**src/rtl/alu_issue_stage.sv**
```systemverilog
// Issue stage between an upstream request port and a combinational ALU.
// Latency: result valid one cycle after the acceptance edge; one result per 2 cycles back-to-back.
// Backpressure: result is held while out_ready is low; new requests only accepted from IDLE or on a draining DONE.
module alu_issue_stage #(
  parameter int BITS      = 8,
  parameter int LOG2_BITS = 3
) (
  input  logic            clk,
  input  logic            rst,
  input  logic            in_valid,
  output logic            in_ready,
  input  logic [BITS-1:0] in_a,
  input  logic [BITS-1:0] in_b,
  input  logic [BITS-1:0] in_op,
  output logic [BITS-1:0] alu_a,
  output logic [BITS-1:0] alu_b,
  output logic [BITS-1:0] alu_op,
  input  logic [BITS-1:0] alu_z,
  input  logic [7:0]      alu_flags,
  output logic            out_valid,
  input  logic            out_ready,
  output logic [BITS-1:0] out_z,
  output logic [7:0]      out_flags,
  output logic [7:0]      status,
  input  logic            flag_clr,
  output logic            busy
);

  // The attached ALU is built with the same width pair; catch an inconsistent pair at elaboration.
  if ((1 << LOG2_BITS) != BITS) begin : g_log2_mismatch
    $error("alu_issue_stage: LOG2_BITS does not match BITS");
  end

  typedef enum logic [1:0] {
    IDLE  = 2'd0,
    ISSUE = 2'd1,
    DONE  = 2'd2
  } state_t;

  state_t          state_q, state_d;
  logic [BITS-1:0] a_q, b_q, op_q;
  logic [BITS-1:0] z_q;
  logic [7:0]      flags_q;
  logic [7:0]      status_q, status_d;
  logic            accept;
  logic            capture;

  // Acceptance and capture strobes; ready is combinational from state and downstream ready.
  always_comb begin
    in_ready = (state_q == IDLE) | ((state_q == DONE) & out_ready);
    accept   = in_valid & in_ready;
    capture  = (state_q == ISSUE);
  end

  // Next-state logic: ISSUE always lasts exactly one cycle to let the ALU settle.
  always_comb begin
    state_d = state_q;
    case (state_q)
      IDLE:    state_d = accept ? ISSUE : IDLE;
      ISSUE:   state_d = DONE;
      DONE:    if (out_ready) state_d = in_valid ? ISSUE : IDLE;
      default: state_d = IDLE;
    endcase
  end

  // Sticky flag accumulation; a clear on the capture edge keeps only the fresh flags.
  always_comb begin
    status_d = status_q;
    if (flag_clr) begin
      status_d = capture ? alu_flags : 8'h00;
    end else if (capture) begin
      status_d = status_q | alu_flags;
    end
  end

  // State register.
  always_ff @(posedge clk or posedge rst) begin
    if (rst) state_q <= IDLE;
    else     state_q <= state_d;
  end

  // Operands change only on acceptance, so the ALU inputs stay stable in between.
  always_ff @(posedge clk or posedge rst) begin
    if (rst) begin
      a_q  <= '0;
      b_q  <= '0;
      op_q <= '0;
    end else if (accept) begin
      a_q  <= in_a;
      b_q  <= in_b;
      op_q <= in_op;
    end
  end

  // Result capture at the end of ISSUE; held through any back-pressure in DONE.
  always_ff @(posedge clk or posedge rst) begin
    if (rst) begin
      z_q     <= '0;
      flags_q <= 8'h00;
    end else if (capture) begin
      z_q     <= alu_z;
      flags_q <= alu_flags;
    end
  end

  // Sticky status register.
  always_ff @(posedge clk or posedge rst) begin
    if (rst) status_q <= 8'h00;
    else     status_q <= status_d;
  end

  // Output drive.
  always_comb begin
    alu_a     = a_q;
    alu_b     = b_q;
    alu_op    = op_q;
    out_z     = z_q;
    out_flags = flags_q;
    status    = status_q;
    out_valid = (state_q == DONE);
    busy      = (state_q != IDLE);
  end

endmodule

```
**config.mk**
```make
export PLATFORM = sky130hd
export DESIGN_NAME = alu_issue_stage
export DESIGN_NICKNAME = d
export VERILOG_FILES = /design/src/rtl/alu_issue_stage.sv
export SDC_FILE = /design/constraint.sdc
export NUM_CORES = 1
export LEC_CHECK = 0
export ABC_CLOCK_PERIOD_IN_PS = 2480
export CAP_MARGIN = 20
export CORE_MARGIN = 4
export CORE_UTILIZATION = 30
export CTS_BUF_LIST = sky130_fd_sc_hd__clkbuf_8
export CTS_CLUSTER_DIAMETER = 50
export DETAILED_ROUTE_END_ITERATION = 6
export PLACE_DENSITY = 0.6
export SYNTH_ARGS = -nofsm -noshare
export SYNTH_HDL_FRONTEND = slang
export SYNTH_SLANG_ARGS = --single-unit
export TNS_END_PERCENT = 20
```
**constraint.sdc**
```tcl
create_clock -name clk -period 2.48 [get_ports clk]
set_clock_uncertainty 0.15 [all_clocks]
set_input_delay 0.496 -clock clk [delete_from_list [all_inputs] [get_ports clk]]
set_output_delay 0.496 -clock clk [all_outputs]
set_load 0.01 [all_outputs]
```
==> results of run 1 <==
==> cell usage in the layout (no fill, tap or decap), drive strengths merged <==
cell type       n
buf             3
nor3b           1
o21ai           9
or2             1
bufinv          1
inv            10
nand2b          2
clkbuf          5
nor2b           2
dfrtp          50
clkdlybuf4s50  95
mux2           24
nand2          48
nor2            1
clkinv          2
==> state kept, by name, summed over array words and instances, names as in the netlist <==
name,flops
status,8
state_q,2
out_flags,8
alu_op,8
out_z,8
alu_a,8
alu_b,8
==> layer usage <==
| metal | global-route usage | wire [um] | up-vias |
|---|---|---|---|
| met5 | 0 | 0 | - |
| met4 | 0.0335 | 52 | 0 |
| met3 | 0.0473 | 402 | 5 |
| met2 | 0.188 | 1930 | 55 |
| met1 | 0.172 | 2030 | 662 |
| li1 | - | - | 684 |
==> power groups by stage <==
stage               Combinational, mW  Clock, mW  Sequential (mW)
floorplan                       0.282          0             1.28
global placement                 1.00          0             1.17
detailed placement               1.01          0             1.18
CTS                              1.02      0.583             1.16
global route                     1.08      0.623             1.20
finish                          0.992      0.552             1.16
==> worst max-delay path by stage <==
stage,to
2_1_floorplan,alu_a[0]
3_3_place_gp,in_ready
3_5_place_dp,in_ready
4_1_cts,in_ready
5_1_grt,in_ready
6_report,in_ready
==> cells in the mapped netlist <==
cell type	n	area, um^2
nor2b_4	1	13.8
buf_2	2	10.0
nor2_1	1	3.75
o21ai_0	9	45.0
nor2b_1	1	6.26
or2_2	1	6.26
nand2_1	48	180
nor3b_4	1	18.8
clkbuf_1	2	7.51
nand2b_1	2	12.5
buf_6	2	22.5
dfrtp_1	50	1250
mux2_2	24	270
inv_1	10	37.5
==> worst max-delay path, delay by kind of cell <==
family,cells,cell delay (ps)
AND/OR/NAND/NOR,2,140
buffers and inverters,2,1090
==> final cells by class <==
| type | instances | share of cell area |
|---|---|---|
| timing repair buffer | 98 | 0.328 |
| inverter | 10 | 0.0123 |
| sequential | 50 | 0.411 |
| clock inverter | 3 | 0.0131 |
| multi-input combinational | 88 | 0.183 |
| clock buffer | 5 | 0.0226 |
| tap | 75 | 0.0308 |
==> kinds of logic (layout without fill, tap and decap cells) <==
kind of cell,Yosys count,after routing,share of synthesized area
and+or+nand+nor,55,55,0.128
DFF,50,50,0.664
muxes,24,24,0.143
buffers and inverters,16,116,0.0411
AOI/OAI and AO/OA,9,9,0.0239
==> metrics.csv, run 1 <==
stage;metric;value;unit
placement;hpwl;3.16;mm
floorplanning;die_x;87.3;um
layout;antennaDiodeCount;0;
floorplanning;die_y;87.3;um
clock_tree;cts_max_level;2;
power;p_total;2.70;mW
sta;worstMarginPinSlew;724;ps
power;comb_power_share;0.367;
hold_path;holdPathStages;2;
drt;wl_per_cell;13.4;um
worst_setup_path;r2r_start;state_q[1];
sta;slew_headroom;0.517;
floorplanning;initial_core_util;0.313;
drt;wl;4.42;mm
layout;drive_gt1_frac;0.154;
sta;hold_viol_final;0;
drt;drt_first_iter_violations;65;
sta;finalSetupTns;0;ps
sta;setup_viol;0;
worst_setup_path;cp_cell_sequence;clkdlybuf4s50_1, nor2b_4, nor2_1, clkdlybuf4s50_1;
grt;track_usage;0.126;
worst_setup_path;r2r-end;alu_a[2];
worst_setup_path;required;1830;ps
synth;ys_warn_count;0;
synth;ys_seq_elements;50;
drt;vias;1406;
hold_path;min_from;out_z[6];
clock_tree;postCtsSetupRepairBufs;0;
synth;synth_cells;154;
sta;fmax;422;MHz
clock_tree;cts_hold_buf;0;
grt;grt_max_degree;51;
layout;multiInputGateArea;557;um^2
sta;rsz0062_at_grt;no;
drt;drc;0;
worst_setup_path;worst-r2r-cell-count;4;
sta;slew_viol_final;0;
floorplanning;coreArea;6030;um^2
flow_run;drv_cap;0;
clock_tree;cts.clk_slew.worst_paths;80;ps
synth;yosysUniqueCellTypes;14;
layout;postLayoutCellArea;3050;um^2
clock_tree;clock_latency;290;ps
layout;fin_util;0.506;
clock_tree;cts_buffer_depth;2;
layout;layout.nets;298;
power;p_leak;1.35;nW
power;switchingPower;0.755;mW
power;p_sw_frac;0.279;
worst_setup_path;critPathKind;input port to output port;
hold_path;min_path_type;flop to flop;
placement;postPlaceCellArea;2940;um^2
worst_setup_path;r2r_slack;890;ps
layout;fillers;588;
placement;dp.cells;321;
sta;hold_ws;330;ps
grt;grt_pass1_vias;1546;
power;pwr-share-clk;0.204;
grt;antenna_found_initial;0;
power;peakVddDrop;0.000434;V
sta;fin_ws;110;ps
worst_setup_path;cp_slowest_stage_delay;560;ps
placement;post-place-ws;99.6;ps
clock_tree;cts.sink_count;50;
grt;grt_overflow_total;0;
worst_setup_path;cpMostUsedCell;clkdlybuf4s50_1;
layout;seq_area;1250;um^2
sta;fin_crit_sh;0.956;
worst_setup_path;cp_max_fo;2;
clock_tree;cts_root_buffer;clkbuf_8;
synth;seq_area_frac_synth;0.664;
grt;grt_pass1_wl;7.55;mm
power;powerDensity;887;nW/um^2
worst_setup_path;crit_path_start;out_ready;
floorplanning;die-area;7620;um^2
power;seqPwrFrac;0.429;
layout;area_growth;61.6;%
worst_setup_path;arrival;1720;ps
drt;vias_per_cell;4.27;
status;outcome;complete, no violations;
hold_path;hold_path_end;out_z[6];
layout;instances_no_fill;329;
sta;finalCriticalPeriod;2370;ps
synth;syn_avg_cell_area;12.2;um^2
floorplanning;num_io_pins;96;
synth;synth_area;1890;um^2
worst_setup_path;startpoint_type;input port;
clock_tree;cts_made_buffers;5;
worst_setup_path;crit_path_top_delay_cell;clkdlybuf4s50_1;
worst_setup_path;crit_path_end_kind;output port;
clock_tree;post_cts_resized;0;
placement;port_buffers;95;
synth;synth_fp_nets;199;
drt;dr.pass1.iters;4;
floorplanning;rows;28;
drt;ant_nets;0;
placement;globalplace.congestion;0.720;
power;internal_power;1.95;mW
clock_tree;cts_tree;built;
No activity file was read; power rests on OpenSTA's default activity.
==> run 2: changes to the inputs <==
- ABC_AREA: default -> 1
- PLACE_DENSITY: 0.6 -> 0.59
==> metrics.csv, run 2 <==
stage;metric;value;unit;change
status;outcome;complete, no violations;;
synth;synth_area_leaders;dfrtp_1, nand2_1, nand3_1, inv_1, buf_6;;
floorplanning;die-area;7910;um^2;+3.9%
sta;slew_viol_final;0;;unchanged
layout;antennaDiodeCount;0;;unchanged
clock_tree;cts_root_buffer;clkbuf_8;;
worst_setup_path;arrival;1690;ps;-30 ps
drt;vias_per_cell;4.36;;+2.0%
hold_path;min_from;alu_op[4];;
clock_tree;post_cts_resized;0;;unchanged
synth;synth_cells;210;;+36%
clock_tree;cts.clk_slew.worst_paths;80;ps;about the same
synth;synthArstFlopShare;1.00;;unchanged
sta;rsz0062_at_grt;no;;
worst_setup_path;worst-r2r-cell-count;5;;+1
clock_tree;postCtsSetupRepairBufs;0;;unchanged
sta;slew_headroom;0.676;;+0.159
sta;fin_crit_sh;0.942;;-0.0133
floorplanning;initial_core_util;0.310;;-0.00336
grt;grt_pass1_wl;8.34;mm;+11%
clock_tree;cts_made_buffers;5;;unchanged
synth;synth_top_cell_area_share;0.637;;-0.0270
drt;vias;1669;;+19%
clock_tree;clock_latency;290;ps;about the same
worst_setup_path;startpoint_type;input port;;
power;p_leak;1.49;nW;+10%
drt;wl_per_cell;13.5;um;+0.69%
sta;fmax;428;MHz;+1.4%
drt;ant_nets;0;;unchanged
sta;setup_viol;0;;unchanged
drt;drc;0;;unchanged
hold_path;hold_path_end;alu_op[4];;
sta;hold_viol_final;0;;unchanged
clock_tree;cts_buffer_depth;2;;unchanged
hold_path;min_path_type;flop to flop;;
synth;ys_seq_elements;50;;unchanged
flow_run;drv_cap;0;;unchanged
synth;synth_most_common_cell;nand2_1;;
floorplanning;die_x;88.9;um;+1.9%
worst_setup_path;cp_max_fo;2;;unchanged
layout;final_cell_mix;clkdlybuf4s50_1, nand2_1, dfrtp_1;;
clock_tree;cts.sink_count;50;;unchanged
hold_path;holdPathStages;2;;unchanged
clock_tree;cts_tree;built;;
grt;grt_pass1_vias;1707;;+10%
placement;port_buffers;95;;unchanged
synth;ys_warn_count;0;;unchanged
floorplanning;coreArea;6350;um^2;+5.4%
power;powerDensity;846;nW/um^2;-4.7%
drt;drt_first_iter_violations;38;;-42%
grt;track_usage;0.135;;+0.00912
placement;globalplace.congestion;0.776;;+7.8%
grt;grt_max_degree;31;;-39%
synth;synth_commonest_cells;nand2_1, dfrtp_1, nand3_1;;
synth;syn_avg_cell_area;9.36;um^2;-24%
power;peakVddDrop;0.000361;V;-17%
synth;yosys_most_used_dff;dfrtp_1;;
worst_setup_path;r2r_start;state_q[1];;
sta;worstMarginPinSlew;486;ps;-239 ps
sta;finalCriticalPeriod;2340;ps;-33.1 ps
synth;synth_edf_count;0;;unchanged
layout;area_growth;56.1;%;
clock_tree;cts_max_level;2;;unchanged
grt;grt_overflow_total;0;;unchanged
worst_setup_path;r2r_slack;990;ps;+100 ps
floorplanning;die_y;88.9;um;+1.9%
worst_setup_path;required;1830;ps;about the same
floorplanning;rows;29;;+3.6%
power;p_total;2.60;mW;-3.9%
synth;synth_area;1970;um^2;+4.2%
placement;hpwl;3.72;mm;+17%
sta;finalSetupTns;0;ps;unchanged
worst_setup_path;crit_path_end_kind;output port;;
layout;layout.nets;352;;+18%
drt;dr.pass1.iters;4;;unchanged
floorplanning;num_io_pins;96;;unchanged
clock_tree;cts_hold_buf;0;;unchanged
synth;seq_area_frac_synth;0.637;;-0.0270
synth;synth_top_cell_by_area;dfrtp_1;;
worst_setup_path;r2r-end;alu_op[6];;
worst_setup_path;critPathKind;input port to output port;;
layout;drive_gt1_frac;0.0621;;-0.0915
drt;wl;5.18;mm;+17%
layout;mostFrequentLayoutCell;clkdlybuf4s50_1;;
synth;synth_fp_nets;255;;+28%
synth;yosysUniqueCellTypes;16;;+2
grt;antenna_found_initial;0;;unchanged
-- run 2: cell types whose count changed after synthesis, sizes merged, moves of 4 or more --
cell and delta:
buf +5, mux2 -24, inv +9, nand2 +43, nand3 +24, o22ai +4
-- run 2: power breakdown --
group	switching, mW	internal, mW
combinational	0.425	0.544
clock	0.256	0.216
sequential	0.123	1.03
-- run 2: kinds of logic after synthesis --
group,after synthesis,synth area share
and+or+nand+nor,119,0.257
DFF,50,0.637
buffers and inverters,28,0.0713
AOI/OAI and AO/OA,13,0.0356
-- run 2: worst max-delay path, cell delays in order --
cell	delay, ps
clkdlybuf4s50_1	460
inv_1	40
nand2_2	50
inv_1	40
nor2_1	70
clkdlybuf4s50_1	530
-- run 2: cell type report --
type	instances	area (um^2)
well taps	77	96.3
clock buffers	6	82.6
multi-input cells	132	574
inverters	19	71.3
repair buffers	99	993
flip-flops and latches	50	1250
fillers	605	3280
-- run 2: how the worst max path moves through the flow --
stage,slack [ps],cells past startpoint,end,from
global placement,150,6,in_ready,out_ready
floorplan,630,1,alu_a[0],rst
CTS,140,6,in_ready,out_ready
finish,140,6,in_ready,out_ready
global route,90,6,in_ready,out_ready
detailed placement,140,6,in_ready,out_ready
-- run 2: through the flow --
stage                     utilization  instance area [um^2]  std cells  setup WS, ps  hold WS, ps
final                           0.483                  3070        383           143          324
after global routing            0.483                  3070        383          89.5          355
after CTS                       0.483                  3070        383           137          331
after detailed placement        0.470                  2990        377           139          308
after global placement          0.470                  2990        377           149          303
after floorplan                     -                  1970        210           633          356
-- run 2: routing by layer --
metal,vias up,GRT usage,wire length (um)
met1,766,0.174,2240
met4,0,0.0325,36
li1,836,-,-
met3,4,0.0627,578
met2,63,0.208,2330
met5,-,0,0
==> run 3: changes to the inputs <==
- CAP_MARGIN: 20 -> default
- GPL_ROUTABILITY_DRIVEN: default -> 0
==> results of run 3 <==
No change in the layout: final DEF, timing and power equal those of run 2.
